File: src/rtl/uart_cmd_sched_pkg.sv
// ---------------------------------------------------------------------------
// uart_sched_pkg
// Shared types and constants for the UART command sequencer / TX scheduler.
//   state_e   : scheduler FSM states
//   cls_e     : request class that was served last (round-robin memory)
//   ACK_BYTE  : response byte for a completed operation
//   NAK_BYTE  : response byte for an invalid or timed-out operation
//   TLM_HDR   : first byte of every telemetry frame
//   opc_valid : opcode legality check
// ---------------------------------------------------------------------------
package uart_sched_pkg;

  typedef enum logic [1:0] {
    ST_IDLE     = 2'd0,
    ST_DISPATCH = 2'd1,
    ST_RESP     = 2'd2,
    ST_TLM      = 2'd3
  } state_e;

  typedef enum logic {
    CLS_CMD = 1'b0,
    CLS_TLM = 1'b1
  } cls_e;

  localparam logic [7:0] ACK_BYTE = 8'hA5;
  localparam logic [7:0] NAK_BYTE = 8'hEE;
  localparam logic [7:0] TLM_HDR  = 8'h5A;

  // Legal opcodes are 8'h01..8'h0F.
  function automatic logic opc_valid(input logic [7:0] opc);
    return (opc[7:4] == 4'h0) && (opc != 8'h00);
  endfunction

endpackage

File: src/rtl/uart_cmd_sched_if.sv
// ---------------------------------------------------------------------------
// uart_cmd_sched_if
// Bundles every non-clock/reset signal of uart_cmd_sched.
//   Command side : cmd_rdy, cmd (in); clr_cmd_rdy (out)
//   UART TX side : tx_done (in); trmt, tx_data (out)
//   Executor     : op_done (in); op_vld, op_code, op_data (out)
//   Telemetry    : tlm_req, tlm_data (in); tlm_gnt (out)
//   Status       : busy (out)
// modport master : the scheduler's view
// modport slave  : the environment's view (UART_comm, executor, telemetry)
// ---------------------------------------------------------------------------
interface uart_cmd_sched_if;

  logic        cmd_rdy;
  logic [23:0] cmd;
  logic        clr_cmd_rdy;
  logic        trmt;
  logic [7:0]  tx_data;
  logic        tx_done;
  logic        op_vld;
  logic [7:0]  op_code;
  logic [15:0] op_data;
  logic        op_done;
  logic        tlm_req;
  logic [15:0] tlm_data;
  logic        tlm_gnt;
  logic        busy;

  modport master (
    input  cmd_rdy, cmd, tx_done, op_done, tlm_req, tlm_data,
    output clr_cmd_rdy, trmt, tx_data, op_vld, op_code, op_data, tlm_gnt, busy
  );

  modport slave (
    output cmd_rdy, cmd, tx_done, op_done, tlm_req, tlm_data,
    input  clr_cmd_rdy, trmt, tx_data, op_vld, op_code, op_data, tlm_gnt, busy
  );

endinterface

File: src/rtl/uart_cmd_sched_byte_sender.sv
// ---------------------------------------------------------------------------
// uart_byte_sender
// Sends one byte through the shared UART transmitter.
//   clk, rst_n  : clock, asynchronous active-low reset
//   start_i     : one-cycle request to send byte_i
//   byte_i      : byte to send, sampled with start_i
//   tx_done_i   : UART transmit-complete flag
//   trmt_o      : one-cycle pulse, the cycle after start_i
//   tx_data_o   : byte on the wire, held until the next start_i
//   sent_o      : combinational, high in the cycle the first tx_done rising
//                 edge after trmt_o is seen
// ---------------------------------------------------------------------------
module uart_byte_sender (
  input  logic       clk,
  input  logic       rst_n,
  input  logic       start_i,
  input  logic [7:0] byte_i,
  input  logic       tx_done_i,
  output logic       trmt_o,
  output logic [7:0] tx_data_o,
  output logic       sent_o
);

  logic       trmt_q, trmt_d;
  logic [7:0] tx_data_q, tx_data_d;
  logic       wait_q, wait_d;
  logic       tx_done_q;

  // Only an edge seen while a byte is in flight counts, so a tx_done that is
  // already high (or rises after an abort) never completes a new byte.
  assign sent_o = wait_q & tx_done_i & ~tx_done_q;

  always_comb begin
    trmt_d    = 1'b0;
    tx_data_d = tx_data_q;
    wait_d    = wait_q;
    if (start_i) begin
      tx_data_d = byte_i;
      trmt_d    = 1'b1;
      wait_d    = 1'b1;
    end else if (sent_o) begin
      wait_d = 1'b0;
    end
  end

  always_ff @(posedge clk or negedge rst_n) begin
    if (!rst_n) begin
      trmt_q    <= 1'b0;
      tx_data_q <= 8'h00;
      wait_q    <= 1'b0;
      tx_done_q <= 1'b0;
    end else begin
      trmt_q    <= trmt_d;
      tx_data_q <= tx_data_d;
      wait_q    <= wait_d;
      tx_done_q <= tx_done_i;
    end
  end

  assign trmt_o    = trmt_q;
  assign tx_data_o = tx_data_q;

endmodule

File: src/rtl/uart_cmd_sched.sv
// ---------------------------------------------------------------------------
// uart_cmd_sched
// Takes commands from UART_comm, validates and dispatches them to an
// executor, answers with ACK/NAK, and interleaves 3-byte telemetry frames on
// the same UART transmitter with round-robin arbitration.
//   TIMEOUT_CYC : max cycles op_vld may stay high without op_done
//   clk, rst_n  : clock, asynchronous active-low reset
//   bus         : uart_cmd_sched_if.master (command, UART TX, executor,
//                 telemetry and busy signals)
// ---------------------------------------------------------------------------
module uart_cmd_sched
  import uart_sched_pkg::*;
#(
  parameter int unsigned TIMEOUT_CYC = 1_000_000
) (
  input  logic              clk,
  input  logic              rst_n,
  uart_cmd_sched_if.master  bus
);

  localparam int unsigned CNT_W = $clog2(TIMEOUT_CYC + 1);
  // Value of the counter in the last DISPATCH cycle before expiry.
  localparam logic [CNT_W-1:0] CNT_LAST = CNT_W'(TIMEOUT_CYC - 1);

  state_e           state_q, state_d;
  cls_e             last_q, last_d;
  logic [CNT_W-1:0] cnt_q, cnt_d;
  logic [7:0]       op_code_q, op_code_d;
  logic [15:0]      op_data_q, op_data_d;
  logic             op_vld_q, op_vld_d;
  logic             clr_q, clr_d;
  logic             gnt_q, gnt_d;
  logic [15:0]      tlm_data_q, tlm_data_d;
  logic [1:0]       idx_q, idx_d;
  logic             start_q, start_d;
  logic [7:0]       snd_byte_q, snd_byte_d;

  logic             take_cmd;
  logic             take_tlm;
  logic             sent;
  logic             trmt;
  logic [7:0]       tx_data;

  // When both classes request, the one not served last wins.
  assign take_cmd = bus.cmd_rdy && (!bus.tlm_req || (last_q == CLS_TLM));
  assign take_tlm = bus.tlm_req && !take_cmd;

  uart_byte_sender u_sender (
    .clk       (clk),
    .rst_n     (rst_n),
    .start_i   (start_q),
    .byte_i    (snd_byte_q),
    .tx_done_i (bus.tx_done),
    .trmt_o    (trmt),
    .tx_data_o (tx_data),
    .sent_o    (sent)
  );

  always_comb begin
    state_d    = state_q;
    last_d     = last_q;
    cnt_d      = cnt_q;
    op_code_d  = op_code_q;
    op_data_d  = op_data_q;
    op_vld_d   = op_vld_q;
    clr_d      = 1'b0;
    gnt_d      = 1'b0;
    tlm_data_d = tlm_data_q;
    idx_d      = idx_q;
    start_d    = 1'b0;
    snd_byte_d = snd_byte_q;

    case (state_q)
      ST_IDLE: begin
        if (take_cmd) begin
          op_code_d = bus.cmd[23:16];
          op_data_d = bus.cmd[15:0];
          clr_d     = 1'b1;
          if (opc_valid(bus.cmd[23:16])) begin
            state_d  = ST_DISPATCH;
            op_vld_d = 1'b1;
            cnt_d    = '0;
          end else begin
            state_d    = ST_RESP;
            start_d    = 1'b1;
            snd_byte_d = NAK_BYTE;
          end
        end else if (take_tlm) begin
          gnt_d      = 1'b1;
          tlm_data_d = bus.tlm_data;
          state_d    = ST_TLM;
          idx_d      = 2'd0;
          start_d    = 1'b1;
          snd_byte_d = TLM_HDR;
        end
      end

      ST_DISPATCH: begin
        // Counter stops at TIMEOUT_CYC because DISPATCH is left at that point.
        cnt_d = cnt_q + CNT_W'(1);
        if (bus.op_done) begin
          // Completion takes priority over a simultaneous expiry.
          op_vld_d   = 1'b0;
          state_d    = ST_RESP;
          start_d    = 1'b1;
          snd_byte_d = ACK_BYTE;
        end else if (cnt_q == CNT_LAST) begin
          op_vld_d   = 1'b0;
          state_d    = ST_RESP;
          start_d    = 1'b1;
          snd_byte_d = NAK_BYTE;
        end
      end

      ST_RESP: begin
        if (sent) begin
          state_d = ST_IDLE;
          last_d  = CLS_CMD;
        end
      end

      ST_TLM: begin
        if (sent) begin
          if (idx_q == 2'd2) begin
            state_d = ST_IDLE;
            last_d  = CLS_TLM;
          end else begin
            idx_d      = idx_q + 2'd1;
            start_d    = 1'b1;
            snd_byte_d = (idx_q == 2'd0) ? tlm_data_q[15:8] : tlm_data_q[7:0];
          end
        end
      end

      default: state_d = ST_IDLE;
    endcase
  end

  always_ff @(posedge clk or negedge rst_n) begin
    if (!rst_n) begin
      state_q    <= ST_IDLE;
      last_q     <= CLS_TLM;
      cnt_q      <= '0;
      op_code_q  <= 8'h00;
      op_data_q  <= 16'h0000;
      op_vld_q   <= 1'b0;
      clr_q      <= 1'b0;
      gnt_q      <= 1'b0;
      tlm_data_q <= 16'h0000;
      idx_q      <= 2'd0;
      start_q    <= 1'b0;
      snd_byte_q <= 8'h00;
    end else begin
      state_q    <= state_d;
      last_q     <= last_d;
      cnt_q      <= cnt_d;
      op_code_q  <= op_code_d;
      op_data_q  <= op_data_d;
      op_vld_q   <= op_vld_d;
      clr_q      <= clr_d;
      gnt_q      <= gnt_d;
      tlm_data_q <= tlm_data_d;
      idx_q      <= idx_d;
      start_q    <= start_d;
      snd_byte_q <= snd_byte_d;
    end
  end

  assign bus.clr_cmd_rdy = clr_q;
  assign bus.tlm_gnt     = gnt_q;
  assign bus.op_vld      = op_vld_q;
  assign bus.op_code     = op_code_q;
  assign bus.op_data     = op_data_q;
  assign bus.trmt        = trmt;
  assign bus.tx_data     = tx_data;
  assign bus.busy        = (state_q != ST_IDLE);

endmodule

File: src/flat_wrapper.sv
// flat-port wrapper written by rule: the top's interface ports become plain ports
module uart_cmd_sched_flat import uart_sched_pkg::*;
#(
  parameter int unsigned TIMEOUT_CYC = 1_000_000
)
  (clk, rst_n, bus_cmd_rdy, bus_cmd, bus_tx_done, bus_op_done, bus_tlm_req, bus_tlm_data, bus_clr_cmd_rdy, bus_trmt, bus_tx_data, bus_op_vld, bus_op_code, bus_op_data, bus_tlm_gnt, bus_busy);
  uart_cmd_sched_if bus_i ();
  input  logic clk;
  input  logic rst_n;
  input wire logic [$bits(bus_i.cmd_rdy)-1:0] bus_cmd_rdy;
  input wire logic [$bits(bus_i.cmd)-1:0] bus_cmd;
  input wire logic [$bits(bus_i.tx_done)-1:0] bus_tx_done;
  input wire logic [$bits(bus_i.op_done)-1:0] bus_op_done;
  input wire logic [$bits(bus_i.tlm_req)-1:0] bus_tlm_req;
  input wire logic [$bits(bus_i.tlm_data)-1:0] bus_tlm_data;
  output wire logic [$bits(bus_i.clr_cmd_rdy)-1:0] bus_clr_cmd_rdy;
  output wire logic [$bits(bus_i.trmt)-1:0] bus_trmt;
  output wire logic [$bits(bus_i.tx_data)-1:0] bus_tx_data;
  output wire logic [$bits(bus_i.op_vld)-1:0] bus_op_vld;
  output wire logic [$bits(bus_i.op_code)-1:0] bus_op_code;
  output wire logic [$bits(bus_i.op_data)-1:0] bus_op_data;
  output wire logic [$bits(bus_i.tlm_gnt)-1:0] bus_tlm_gnt;
  output wire logic [$bits(bus_i.busy)-1:0] bus_busy;
  assign bus_i.cmd_rdy = bus_cmd_rdy;
  assign bus_i.cmd = bus_cmd;
  assign bus_i.tx_done = bus_tx_done;
  assign bus_i.op_done = bus_op_done;
  assign bus_i.tlm_req = bus_tlm_req;
  assign bus_i.tlm_data = bus_tlm_data;
  assign bus_clr_cmd_rdy = bus_i.clr_cmd_rdy;
  assign bus_trmt = bus_i.trmt;
  assign bus_tx_data = bus_i.tx_data;
  assign bus_op_vld = bus_i.op_vld;
  assign bus_op_code = bus_i.op_code;
  assign bus_op_data = bus_i.op_data;
  assign bus_tlm_gnt = bus_i.tlm_gnt;
  assign bus_busy = bus_i.busy;
  uart_cmd_sched #(.TIMEOUT_CYC(TIMEOUT_CYC)) u_core (.clk(clk), .rst_n(rst_n), .bus(bus_i));
endmodule
File: config.mk
export PLATFORM = sky130hd
export DESIGN_NAME = uart_cmd_sched_flat
export DESIGN_NICKNAME = d
export VERILOG_FILES = /design/src/rtl/uart_cmd_sched_pkg.sv /design/src/rtl/uart_cmd_sched_if.sv /design/src/rtl/uart_cmd_sched_byte_sender.sv /design/src/rtl/uart_cmd_sched.sv /design/src/flat_wrapper.sv
export SDC_FILE = /design/constraint.sdc
export NUM_CORES = 1
export LEC_CHECK = 0
export ABC_AREA = 1
export CORE_UTILIZATION = 40
export DETAILED_ROUTE_END_ITERATION = 16
export PLACE_DENSITY = 0.74
export SYNTH_ARGS = -nofsm -noshare
export SYNTH_HDL_FRONTEND = slang
export SYNTH_SLANG_ARGS = --single-unit
File: constraint.sdc
create_clock -name clk -period 1.57 [get_ports clk]
set_input_delay 0.314 -clock clk [delete_from_list [all_inputs] [get_ports clk]]
set_output_delay 0.314 -clock clk [all_outputs]
set_load 0.01 [all_outputs]
### Yosys cells after proc, flatten, opt, wreduce, memory -nomap -nowiden

Cells that the tools add are included.

| cells by class | value |
|---|---|
| equality and inequality tests | 16 |
| reductions and logical operators | 24 |
| bitwise logic cells | 4 |
| multiplexer cells | 49 |
| add/sub/neg operators | 2 |

Operator list:

| operator | number |
|---|---|
| $mux 8 | 8 |
| $mux 20 | 2 |
| $pmux 20 s2 | 1 |
| $mux 2 | 12 |
| $pmux 8 s3 | 1 |
| $add 20x1->20 const B | 1 |
| $eq 20x20->1 const B | 1 |
| $mux 1 | 20 |
| $ne 2x1->1 const B | 6 |
| $reduce_and 5->1 | 2 |
| $reduce_bool 2->1 | 5 |
| $pmux 2 s4 | 1 |
| $reduce_and 4->1 | 2 |
| $reduce_bool 8->1 | 1 |
| $eq 2x2->1 const B | 3 |
| $reduce_and 3->1 | 2 |
| $reduce_and 6->1 | 1 |
| $logic_not 2->1 | 2 |
| $logic_not 4->1 | 1 |
| $ne 2x2->1 const B | 2 |
| $pmux 1 s2 | 2 |
| $pmux 2 s2 | 1 |
| $logic_and 1x1->1 | 3 |
| $ne 3x1->1 const B | 1 |
| 11 further kinds | 14 |

| storage, ports and cells | value |
|---|---|
| bits of input ports | 46 |
| register bits after elaboration | 88 |

### Longest topological paths before layout

Gate-level depths: netlist (run 1).

| logic depth | value |
|---|---|
| word-level depth | 8 |
| depth in mapped cells | 9 |
| gate-level depth less buffers | 9 |

### Hierarchy

Synthesis (run 1) repeated with hierarchy kept, for this count alone.

| second synthesis, totals | value |
|---|---|
| cell total of the unflattened synthesis | 544 |
| area total of the unflattened synthesis | 4296.6 µm² |

Modules (own cells, without submodules):

| module | area an instance (µm²) | times used | cells each | seq. area each (µm²) |
|---|---|---|---|---|
| uart_cmd_sched | 3893.7 | 1 | 501 | 1928.1 |
| uart_byte_sender | 402.9 | 1 | 43 | 275.3 |

### Worst setup path before layout (run 1)

No wires, ideal clock.

| path | value |
|---|---|
| path type | register -> register |
| start point | reg u_core.last_q |
| end point | reg u_core.snd_byte_q[0] |
| cell stages (with the launch flop) | 8 |
| path buffers | 0 |
| data required time | 1.451 ns |
| path slack | 0.093 ns |
| arrival | 1.358 ns |
| setup time | 0.119 ns |
| period minus slack after synthesis | 1.477 ns |
| cell sequence | dfstp_2 inv_2 a21oi_2 nand3_1 nand3_1 nand3_4 nand2_1 nand2_1 |

| on the way | value |
|---|---|
| cells in the longest elaborated chain, start to end | 6 |

RTL lines:

| what | RTL line | RTL |
|---|---|---|
| from (decl) | uart_cmd_sched.sv:26 | `cls_e last_q, last_d;` |
| from (signal assigned) | uart_cmd_sched.sv:155 | `last_q <= last_d;` |
| $logic_or 1x1->1 * | uart_cmd_sched.sv:45 | `assign take_cmd = bus.cmd_rdy && (!bus.tlm_req \|\| (last_q == CLS_TLM));` |
| $logic_and 1x1->1 * | uart_cmd_sched.sv:45 |  |
| $logic_not 1->1 | uart_cmd_sched.sv:46 | `assign take_tlm = bus.tlm_req && !take_cmd;` |
| $logic_and 1x1->1 | uart_cmd_sched.sv:46 |  |
| $ne 3x1->1 (no line) | -- |  |
| $reduce_and 6->1 (no line) | -- |  |
| to (signal assigned) | uart_cmd_sched.sv:165 | `snd_byte_q <= snd_byte_d;` |
| to (decl) | uart_cmd_sched.sv:36 | `logic [7:0] snd_byte_q, snd_byte_d;` |

Mark *: on every way between the ends. The rest lies on a longest branch, timed or not.
A chain may end at the register's enable or synchronous reset.

### Final worst setup path (run 1)

| path | value |
|---|---|
| start point | reg u_core.last_q |
| end point | reg u_core.op_vld_q, in the netlist u_core.bus.op_vld |

| on the way | value |
|---|---|
| cells in the longest elaborated chain, start to end | 4 |

RTL lines:

| what | RTL line | RTL |
|---|---|---|
| $logic_or 1x1->1 | uart_cmd_sched.sv:45 |  |
| $logic_and 1x1->1 | uart_cmd_sched.sv:45 |  |
| $ne 2x1->1 (no line) | -- |  |
| $reduce_and 4->1 (no line) | -- |  |
| to (signal assigned) | uart_cmd_sched.sv:159 | `op_vld_q <= op_vld_d;` |
| to (decl) | uart_cmd_sched.sv:30 | `logic op_vld_q, op_vld_d;` |

Every way passes these cells.

==> results of run 1 <==
[metrics by stage]
step,area (um2),hold slack [ns],util
floorplan,4159,0.01841,-
global placement,5364,0.2530,0.5413
detailed placement,5364,0.2579,0.5413
CTS,5570,0.4190,0.5621
global route,5714,0.4338,0.5766
finish,5714,0.4215,0.5766
[logic make-up after synthesis]
group           count (synthesis)
simple gates                  307
flops                          88
buf+inv                        64
compound gates                 61
fa+ha+maj                       3
xor+xnor                        1
[worst max-delay path by stage]
stage,from,end,slack [ns],cells after the start
2_1_floorplan,u_core.last_q,u_core.snd_byte_q[0],0.09,7
3_3_place_gp,bus_cmd[20],u_core.cnt_q[10],-0.20,8
3_5_place_dp,bus_cmd[21],u_core.cnt_q[13],-0.25,8
5_1_grt,u_core.last_q,u_core.bus.op_vld,-0.05,8
4_1_cts,u_core.bus.op_data[1],bus_op_data[1],0.00002,1
6_report,u_core.last_q,u_core.bus.op_vld,0.05,8
[layer usage]
layer,global-route usage,vias to the layer above
met2,0.3486,87
met5,0,-
met1,0.2435,1829
li1,-,1904
met3,0.04511,16
met4,0.06735,0
[timing repair]
action	in CTS	in global routing
cloned	0	3
pin swaps	1	8
buffers inserted	1	4
endpoints found under the hold margin	25	0
gates resized for setup	38	29
hold buffers	1	0
setup endpoints to repair	43	38
[area by class of cell]
cell class	count	area, um2
Multi-Input combinational cell	375	1799
Inverter	51	196.4
Sequential cell	88	2205
Clock inverter	5	55.05
Timing Repair Buffer	118	1141
Clock buffer	11	151.4
Fill cell	905	4195
Tap cell	133	166.4
[layout by cell type (no fill, tap or decap), types with 6 or more instances in the layout]
cell / synthesis / layout
a21oi_1: 8 / 8
buf_4: 0 / 26
clkbuf_8: 0 / 11
clkdlybuf4s50_1: 0 / 44
dfrtp_1: 87 / 86
dlygate4sd2_1: 0 / 31
inv_1: 45 / 41
inv_2: 4 / 7
nand2_1: 231 / 230
nand3_1: 23 / 20
nand4_1: 9 / 9
nor2_1: 24 / 18
nor2_2: 4 / 9
nor2_4: 4 / 6
o21ai_0: 32 / 32
o21ai_1: 8 / 8
[power groups by stage]
stage	registers [W]	clock network (W)	logic (W)
after floorplan	0.00378	0	0.00221
after global placement	0.00368	0	0.00413
after detailed placement	0.00370	0	0.00425
after CTS	0.00364	0.00165	0.00406
after global routing	0.00375	0.00178	0.00476
final	0.00364	0.00162	0.00424
[flip-flops by register name, indices dropped and copies added, names as in the netlist]
| name | flops |
|---|---|
| u_core.bus.op_code | 8 |
| u_core.idx_q | 2 |
| u_core.state_q | 2 |
| u_core.tlm_data_q | 16 |
| u_core.start_q | 1 |
| u_core.bus.op_data | 16 |
| u_core.u_sender.trmt_o | 1 |
| u_core.bus.op_vld | 1 |
| u_core.last_q | 1 |
| u_core.bus.tlm_gnt | 1 |
| u_core.u_sender.tx_done_q | 1 |
| u_core.u_sender.tx_data_o | 8 |
| u_core.cnt_q | 20 |
| u_core.u_sender.wait_q | 1 |
| u_core.snd_byte_q | 8 |
| u_core.bus.clr_cmd_rdy | 1 |
==> impl_metrics.toml, run 1 <==
[worst_setup_path]
r2r_cells = 8
critPathSlowestCell = "dfstp_2"
crit_chain = "inv_2, a21oi_4, nand3_2, a21oi_4, buf_4, nand2_1, nand2_1, nand2_1"
crit_family = "flip-flops"
slowest_delay_ns = 0.55
crit_type = "flip-flop to flip-flop"
cp-end-kind = "flip-flop"
worstPathArrival_ns = 1.77
reg2reg_from = "u_core.last_q"
start_kind = "flip-flop"
r2r-end = "u_core.bus.op_vld"
worst-path-max-fanout = 4
reg2reg_setup_slack_ns = 0.05
crit_buf_inv = 2
cpMostUsedCell = "nand2_1"
critical_path_required_ns = 1.82

[yosys]
synthAdderAreaFrac = 0.009025
synth_edf_count = 0
netlist_area_mm2 = 0.004159
ys_warn_count = 0
synth_xor_area_frac = 0.002106
ys_seq_area_frac = 0.5298
ys_top_cells_by_count = "231 x nand2_1, 87 x dfrtp_1, 45 x inv_1"
synth_top_family_by_area = "simple AND/OR/NAND/NOR gates"
synth_top_area_frac = 0.5235
synth.area.top_cells = "dfrtp_1 52%, nand2_1 21%, inv_1 4.1%, o21ai_0 3.9%, nand3_1 2.8%"
avgSynthCellArea_um2 = 7.937
synth_compound_area_frac = 0.08273
yosysTopAreaCell = "dfrtp_1"
synth-simple-area-share = 0.3135
synth_most_common_cell = "nand2_1"
syn_nets = 573
synth_cell_types = 36
async_flop_share = 1.000
postSynthCellCount = 524
ys.flop_type = "dfrtp_1"
synth_seq_cells = 88
muxShareOfSynthArea = 0

[clocking]
clkTransAtPathRegs_ns = 0.08
htreeDepth = 3
root_buffer = "clkbuf_8"
cts_inserted_buffers = 9
clockBufferDepth = 2
cts_tree = "built"
clkLatencyLatePin_ns = 0.36
cts.sinks = 88

[sta]
drv_slew = 0
max_slew_margin = 0.7443
period_minus_slack_ns = 1.522
setup_tns_ns = 0
finalHoldViolCount = 0
worstMarginPinSlew_ns = 0.3836
skew_ns = 0.007137
min_period_over_period = 0.9692
max_freq_ghz = 0.6572
setup_viol = 0
fin_ws_ns = 0.04841
rsz0062_at_grt = "yes"

[placement]
dpl.hpwl_um = 7250
port_buffers = 82
dp_slack_ns = -0.2525
gp_congestion = 0.8523
dpl.cell_count = 756

[route]
vias_per_cell = 4.912
drc = 0
wl_met2_um = 5238
routed.top_layer = "met4"
dr.pass1.iters = 4
drtAntennaViolNets = 0
route.met3.wl_um = 396
wl_per_cell_um = 13.04
drt-total-wl_um = 10180
via_count = 3836
met1_length_um = 4395
drt_iter0_drc = 244

[global_routing]
antenna_found_initial = 0
grt_start_max_net_pins = 37
grtUsageTotal = 0.1999
grt_first_pass_wirelength_um = 17520
overflow = 0
grt_pass1_vias = 3843

[pwr]
peakVddDrop_mv = 1.034
finalPower_w = 0.009505
powerDensity_mw_per_mm2 = 1663
p_leak_nw = 2.934
p_comb_frac = 0.446
switchingPower_w = 0.003698
p_int_w = 0.005807
seq_power_share = 0.383
swShare = 0.3890
clock_power_share = 0.170

[floorplan]
std_cell_rows = 36
dieArea_mm2 = 0.01081
die_h_um = 104.0
io_pins = 83
initial_core_util = 0.4197
core-area_mm2 = 0.009910
die_w_um = 104.0

[finish]
num_antenna_cells = 0
nets = 692
finalNonFillerCells = 781
drive_gt1_frac = 0.1512
syn_to_final_growth_pct = 37.39

[flow_run]
maxCapViolCount = 0

[worst_hold_path]
min_path_type = "primary input to async pin"

[run_status]
outcome = "finished clean"
(Power assumes the default switching activity.)
==> run 2, diff against run 1 <==
Settings changed: CORE_ASPECT_RATIO from default to 0.9, CORE_UTILIZATION 40 to 47, PLACE_DENSITY 0.74 to 0.84.
==> run 2 against run 1 <==
Global-route usage increased by 3.0 points. Via count shrank 0.31%. Sequential share of layout area increased by 0.098 points. Register-to-register slack hardly changed. Power rose by 0.66%. Critical path depth up 1. Combinational power rose by 2%. Final cell count fell by 1.9%. Largest cell class unchanged. Largest power group unchanged.
==> impl_metrics.toml, run 2 (same netlist as run 1, synthesis figures left out) <==
[clocking]
cts_inserted_buffers = 9
clockBufferDepth = 2
cts_tree = "built"
cts.sinks = 88
htreeDepth = 3
root_buffer = "clkbuf_8"
clkLatencyLatePin_ns = 0.36
clkTransAtPathRegs_ns = 0.08

[route]
drc = 0
drtAntennaViolNets = 0
drt_iter0_drc = 209
vias_per_cell = 4.992
via_count = 3824
drt-total-wl_um = 9944
dr.pass1.iters = 5
wl_per_cell_um = 12.98

[pwr]
seq_power_share = 0.383
p_comb_frac = 0.454
p_leak_nw = 2.954
clock_power_share = 0.163
powerDensity_mw_per_mm2 = 1678
finalPower_w = 0.009567
swShare = 0.3847
peakVddDrop_mv = 0.8325
p_int_w = 0.005887
switchingPower_w = 0.003680

[global_routing]
grt_pass1_vias = 3816
overflow = 0
antenna_found_initial = 0
grt_start_max_net_pins = 35
grtUsageTotal = 0.2301
grt_first_pass_wirelength_um = 16650

[floorplan]
die_w_um = 101.2
die_h_um = 91.24
std_cell_rows = 32
dieArea_mm2 = 0.009229
core-area_mm2 = 0.008568
initial_core_util = 0.4854
io_pins = 83

[placement]
gp_congestion = 0.8084
dp_slack_ns = -0.2750
port_buffers = 82
dpl.hpwl_um = 7177

[worst_hold_path]
min_path_type = "primary input to flip-flop"

[finish]
final_core_util = 0.6656
num_antenna_cells = 0
register_area_mm2 = 0.002206
final_cell_mix = "229 x nand2_1, 85 x dfrtp_1, 46 x clkdlybuf4s50_1"
syn_to_final_growth_pct = 37.12
nFillCells = 711
top_register = "u_core.cnt_q"
final_common_cell = "nand2_1"
nets = 693
multi_input_area_mm2 = 0.001777
drive_gt1_frac = 0.1515
largest_reg_flops = 20

[sta]
fin_ws_ns = 0.04113
setup_viol = 0
finalHoldViolCount = 0
max_slew_margin = 0.6945
skew_ns = 0.01164
drv_slew = 0
worstMarginPinSlew_ns = 0.4582
max_freq_ghz = 0.6541
rsz0062_at_grt = "yes"
min_period_over_period = 0.9738
period_minus_slack_ns = 1.529

[worst_setup_path]
crit_type = "flip-flop to flip-flop"
critical_path_required_ns = 1.86
reg2reg_setup_slack_ns = 0.04
worstPathArrival_ns = 1.82
worst-path-max-fanout = 7
cp-end-kind = "flip-flop"
start_kind = "flip-flop"

[flow_run]
maxCapViolCount = 0

[run_status]
outcome = "finished clean"
-- run 2: cell types whose count changed in the layout (fill, tap and decap cells not counted), sizes merged --
cell,delta
buf,+3
clkdlybuf4s50,+2
clkinv,-1
clkinvlp,-1
dlygate4sd2,-4
dlymetal6s2s,+2
nand4,-1
nor2,-1
-- run 2: power groups by stage --
stage	clock network (W)	registers, W	logic, W
finish	0.00156	0.00366	0.00434
detailed placement	0	0.00371	0.00428
CTS	0.00159	0.00365	0.00411
global placement	0	0.00368	0.00412
floorplan	0	0.00378	0.00221
global route	0.00169	0.00374	0.00485
-- run 2: worst paths after layout --
kind                                         from                   endpoint  depth (start not counted)
setup / recovery                u_core.state_q[0]       u_core.snd_byte_q[1]                          9
hold / removal                        bus_tx_done  u_core.u_sender.tx_done_q                          1
setup reg to reg                u_core.state_q[0]       u_core.snd_byte_q[1]                          9
hold reg to reg            u_core.bus.op_data[10]     u_core.bus.op_data[10]                          2
max in group asynchronous                   rst_n          u_core.state_q[1]                          3
min in group asynchronous                   rst_n          u_core.bus.op_vld                          2
-- run 2: per-stage QoR --
step / setup TNS, ns / hold slack (ns) / cell area (um2) / instances
after floorplan: 0 / 0.01841 / 4159 / 524
after global placement: -10.38 / 0.2853 / 5356 / 745
after detailed placement: -14.64 / 0.2910 / 5356 / 745
after CTS: 0 / 0.4163 / 5544 / 761
after global routing: -0.06652 / 0.4275 / 5703 / 766
final: 0 / 0.4313 / 5703 / 766
-- run 2: final cells by class --
cell class | count | area share
Multi-Input combinational cell | 373 | 0.3115
Clock buffer | 11 | 0.02655
Inverter | 51 | 0.03444
Sequential cell | 88 | 0.3868
Clock inverter | 3 | 0.007459
Timing Repair Buffer | 121 | 0.2071
Tap cell | 119 | 0.02611
-- run 2: what timing repair did --
item	CTS	global route
buffers inserted	1	4
hold buffers	1	0
gates resized for setup	31	38
endpoints found under the setup margin	36	42
hold endpoints to repair	31	0
gates cloned	0	1
pin swaps	0	6
-- run 2: critical path: stages (launching register included) --
cell,delay [ns]
dfrtp_1,0.42
buf_4,0.18
nand2_1,0.08
inv_2,0.07
nand2_2,0.08
nor2_2,0.06
nor2_4,0.25
buf_6,0.15
nand4_1,0.10
nand2_1,0.09
-- run 2: routing by layer --
layer  wire, um  GRT usage  share of wire  vias up
li1           -          -              -     1898
met1       4245     0.2760           0.43     1830
met2       5175     0.4048           0.52       82
met3        399    0.05466          0.040       14
met4        125    0.07126          0.013        0
met5          0          0              0        -
==> run 3, diff against run 2 <==
Settings changed: CORE_MARGIN from default to 8.
==> run 3 against run 2 <==
Register-to-register slack hardly changed. Via count is 0.99% higher. Power is 1.2% lower. Combinational power hardly changed. Sequential share of layout area is 0.36 points higher. Global-route usage is 5.5 points lower. Utilization is 0.69 points lower. Critical endpoint is now u_core.snd_byte_q[4].
==> impl_metrics.toml, run 3 (same netlist as run 1, synthesis figures left out) <==
[run_status]
outcome = "finished clean"

[clocking]
root_buffer = "clkbuf_8"
cts_tree = "built"
htreeDepth = 3
cts_inserted_buffers = 9
cts.sinks = 88
clkTransAtPathRegs_ns = 0.10
clockBufferDepth = 2
clkLatencyLatePin_ns = 0.37

[route]
drc = 0
via_count = 3862
dr.pass1.iters = 4
vias_per_cell = 5.022
drtAntennaViolNets = 0
drt-total-wl_um = 10670
wl_per_cell_um = 13.87
drt_iter0_drc = 234

[worst_setup_path]
worst-path-max-fanout = 8
cp-end-kind = "flip-flop"
critical_path_required_ns = 1.87
critPathSlowestCell = "dfrtp_1"
start_kind = "flip-flop"
cpMostUsedCell = "nand2_1"
crit_chain = "buf_6, nand2_1, inv_2, nand2_2, nor2_2, nor2_4, buf_4, nand4_1, nand2_1"
worstPathArrival_ns = 1.83
crit_type = "flip-flop to flip-flop"
slowest_delay_ns = 0.43

[placement]
port_buffers = 82
gp_congestion = 0.8652
dpl.hpwl_um = 7803
dp_slack_ns = -0.2720
dpl.cell_count = 743

[global_routing]
overflow = 0
grt_start_max_net_pins = 55
busiest_layer = "met2"
grtUsageTotal = 0.1755
met3_usage = 0.04050
use_met1 = 0.2031
grt_pass1_vias = 3884
grt_first_pass_wirelength_um = 17530
antenna_found_initial = 0
met2_usage = 0.3108

[sta]
max_slew_margin = 0.7866
fin_hold_ws_ns = 0.3299
min_period_over_period = 0.9764
drv_slew = 0
max_freq_ghz = 0.6523
rsz0062_at_grt = "yes"
fin_ws_ns = 0.03705
skew_ns = 0.01179
period_minus_slack_ns = 1.533
finalHoldViolCount = 0
worstMarginPinSlew_ns = 0.3191
setup_viol = 0

[finish]
finalNonFillerCells = 769
nets = 694
final_core_util = 0.6587
register_area_mm2 = 0.002203
syn_to_final_growth_pct = 35.71
num_antenna_cells = 0
nFillCells = 701
top_register = "u_core.cnt_q"
drive_gt1_frac = 0.1538
final_common_cell = "nand2_1"
multi_input_area_mm2 = 0.001783
final_cell_mix = "229 x nand2_1, 87 x dfrtp_1, 44 x clkdlybuf4s50_1"
largest_reg_flops = 20

[floorplan]
io_pins = 83
die_h_um = 105.2
die_w_um = 115.2
core-area_mm2 = 0.008568
std_cell_rows = 32
dieArea_mm2 = 0.01212
initial_core_util = 0.4854

[pwr]
p_leak_nw = 2.901
peakVddDrop_mv = 0.8376
powerDensity_mw_per_mm2 = 1675

[flow_run]
maxCapViolCount = 0

[worst_hold_path]
min_path_type = "primary input to async pin"
## run 3: per-layer routing
| layer | share of wire | up-vias |
|---|---|---|
| li1 | - | 1898 |
| met1 | 0.42 | 1840 |
| met2 | 0.52 | 105 |
| met3 | 0.047 | 19 |
| met4 | 0.017 | 0 |
| met5 | 0 | - |
## run 3: final cells by class
type,count,share of cell area
inverter,51,0.03436
tap,119,0.02638
multi-input combinational,373,0.3159
sequential,88,0.3904
clock inverter,7,0.009311
clock buffer,9,0.02195
timing repair buffer,122,0.2017
## run 3: final timing paths
| check | from | endpoint | slack, ns | cells past startpoint |
|---|---|---|---|---|
| worst max-delay path | u_core.state_q[0] | u_core.snd_byte_q[4] | 0.04 | 9 |
| worst min-delay path | rst_n | u_core.bus.op_data[10] | 0.33 | 2 |
| worst max register to register | u_core.state_q[0] | u_core.snd_byte_q[4] | 0.04 | 9 |
| worst min register to register | u_core.bus.op_data[0] | u_core.bus.op_data[0] | 0.47 | 2 |
| max in group asynchronous | rst_n | u_core.last_q | 0.64 | 3 |
| min in group clk | bus_tx_done | u_core.u_sender.tx_done_q | 0.42 | 1 |
## run 3: worst max-delay path, delay by kind of cell (launching register included)
kind                   cells  cell delay [ns]
DFF                        1             0.43
buffers and inverters      3             0.38
and+or+nand+nor            6             0.65
## run 3: per-stage QoR
| step | area, um2 | power (W) | setup TNS, ns |
|---|---|---|---|
| 2_1_floorplan | 4159 | 0.005995 | 0 |
| 3_3_place_gp | 5329 | 0.007831 | -11.44 |
| 3_5_place_dp | 5329 | 0.008027 | -13.98 |
| 4_1_cts | 5504 | 0.009233 | 0 |
| 5_1_grt | 5644 | 0.01016 | -0.3576 |
| 6_report | 5644 | 0.009456 | 0 |
## run 3: timing repair
item / 4_1_cts / 5_1_grt
hold endpoints to repair: 10 / 0
cloned: 0 / 2
buffers inserted: 1 / 6
pin swaps: 1 / 9
gates resized for setup: 41 / 28
endpoints found under the setup margin: 45 / 51
hold buffers: 1 / 0
## run 3: power by group
part           internal [W]  switching, W
clock network      0.000592      0.000870
logic               0.00188       0.00245
registers           0.00314      0.000516
total               0.00562       0.00384
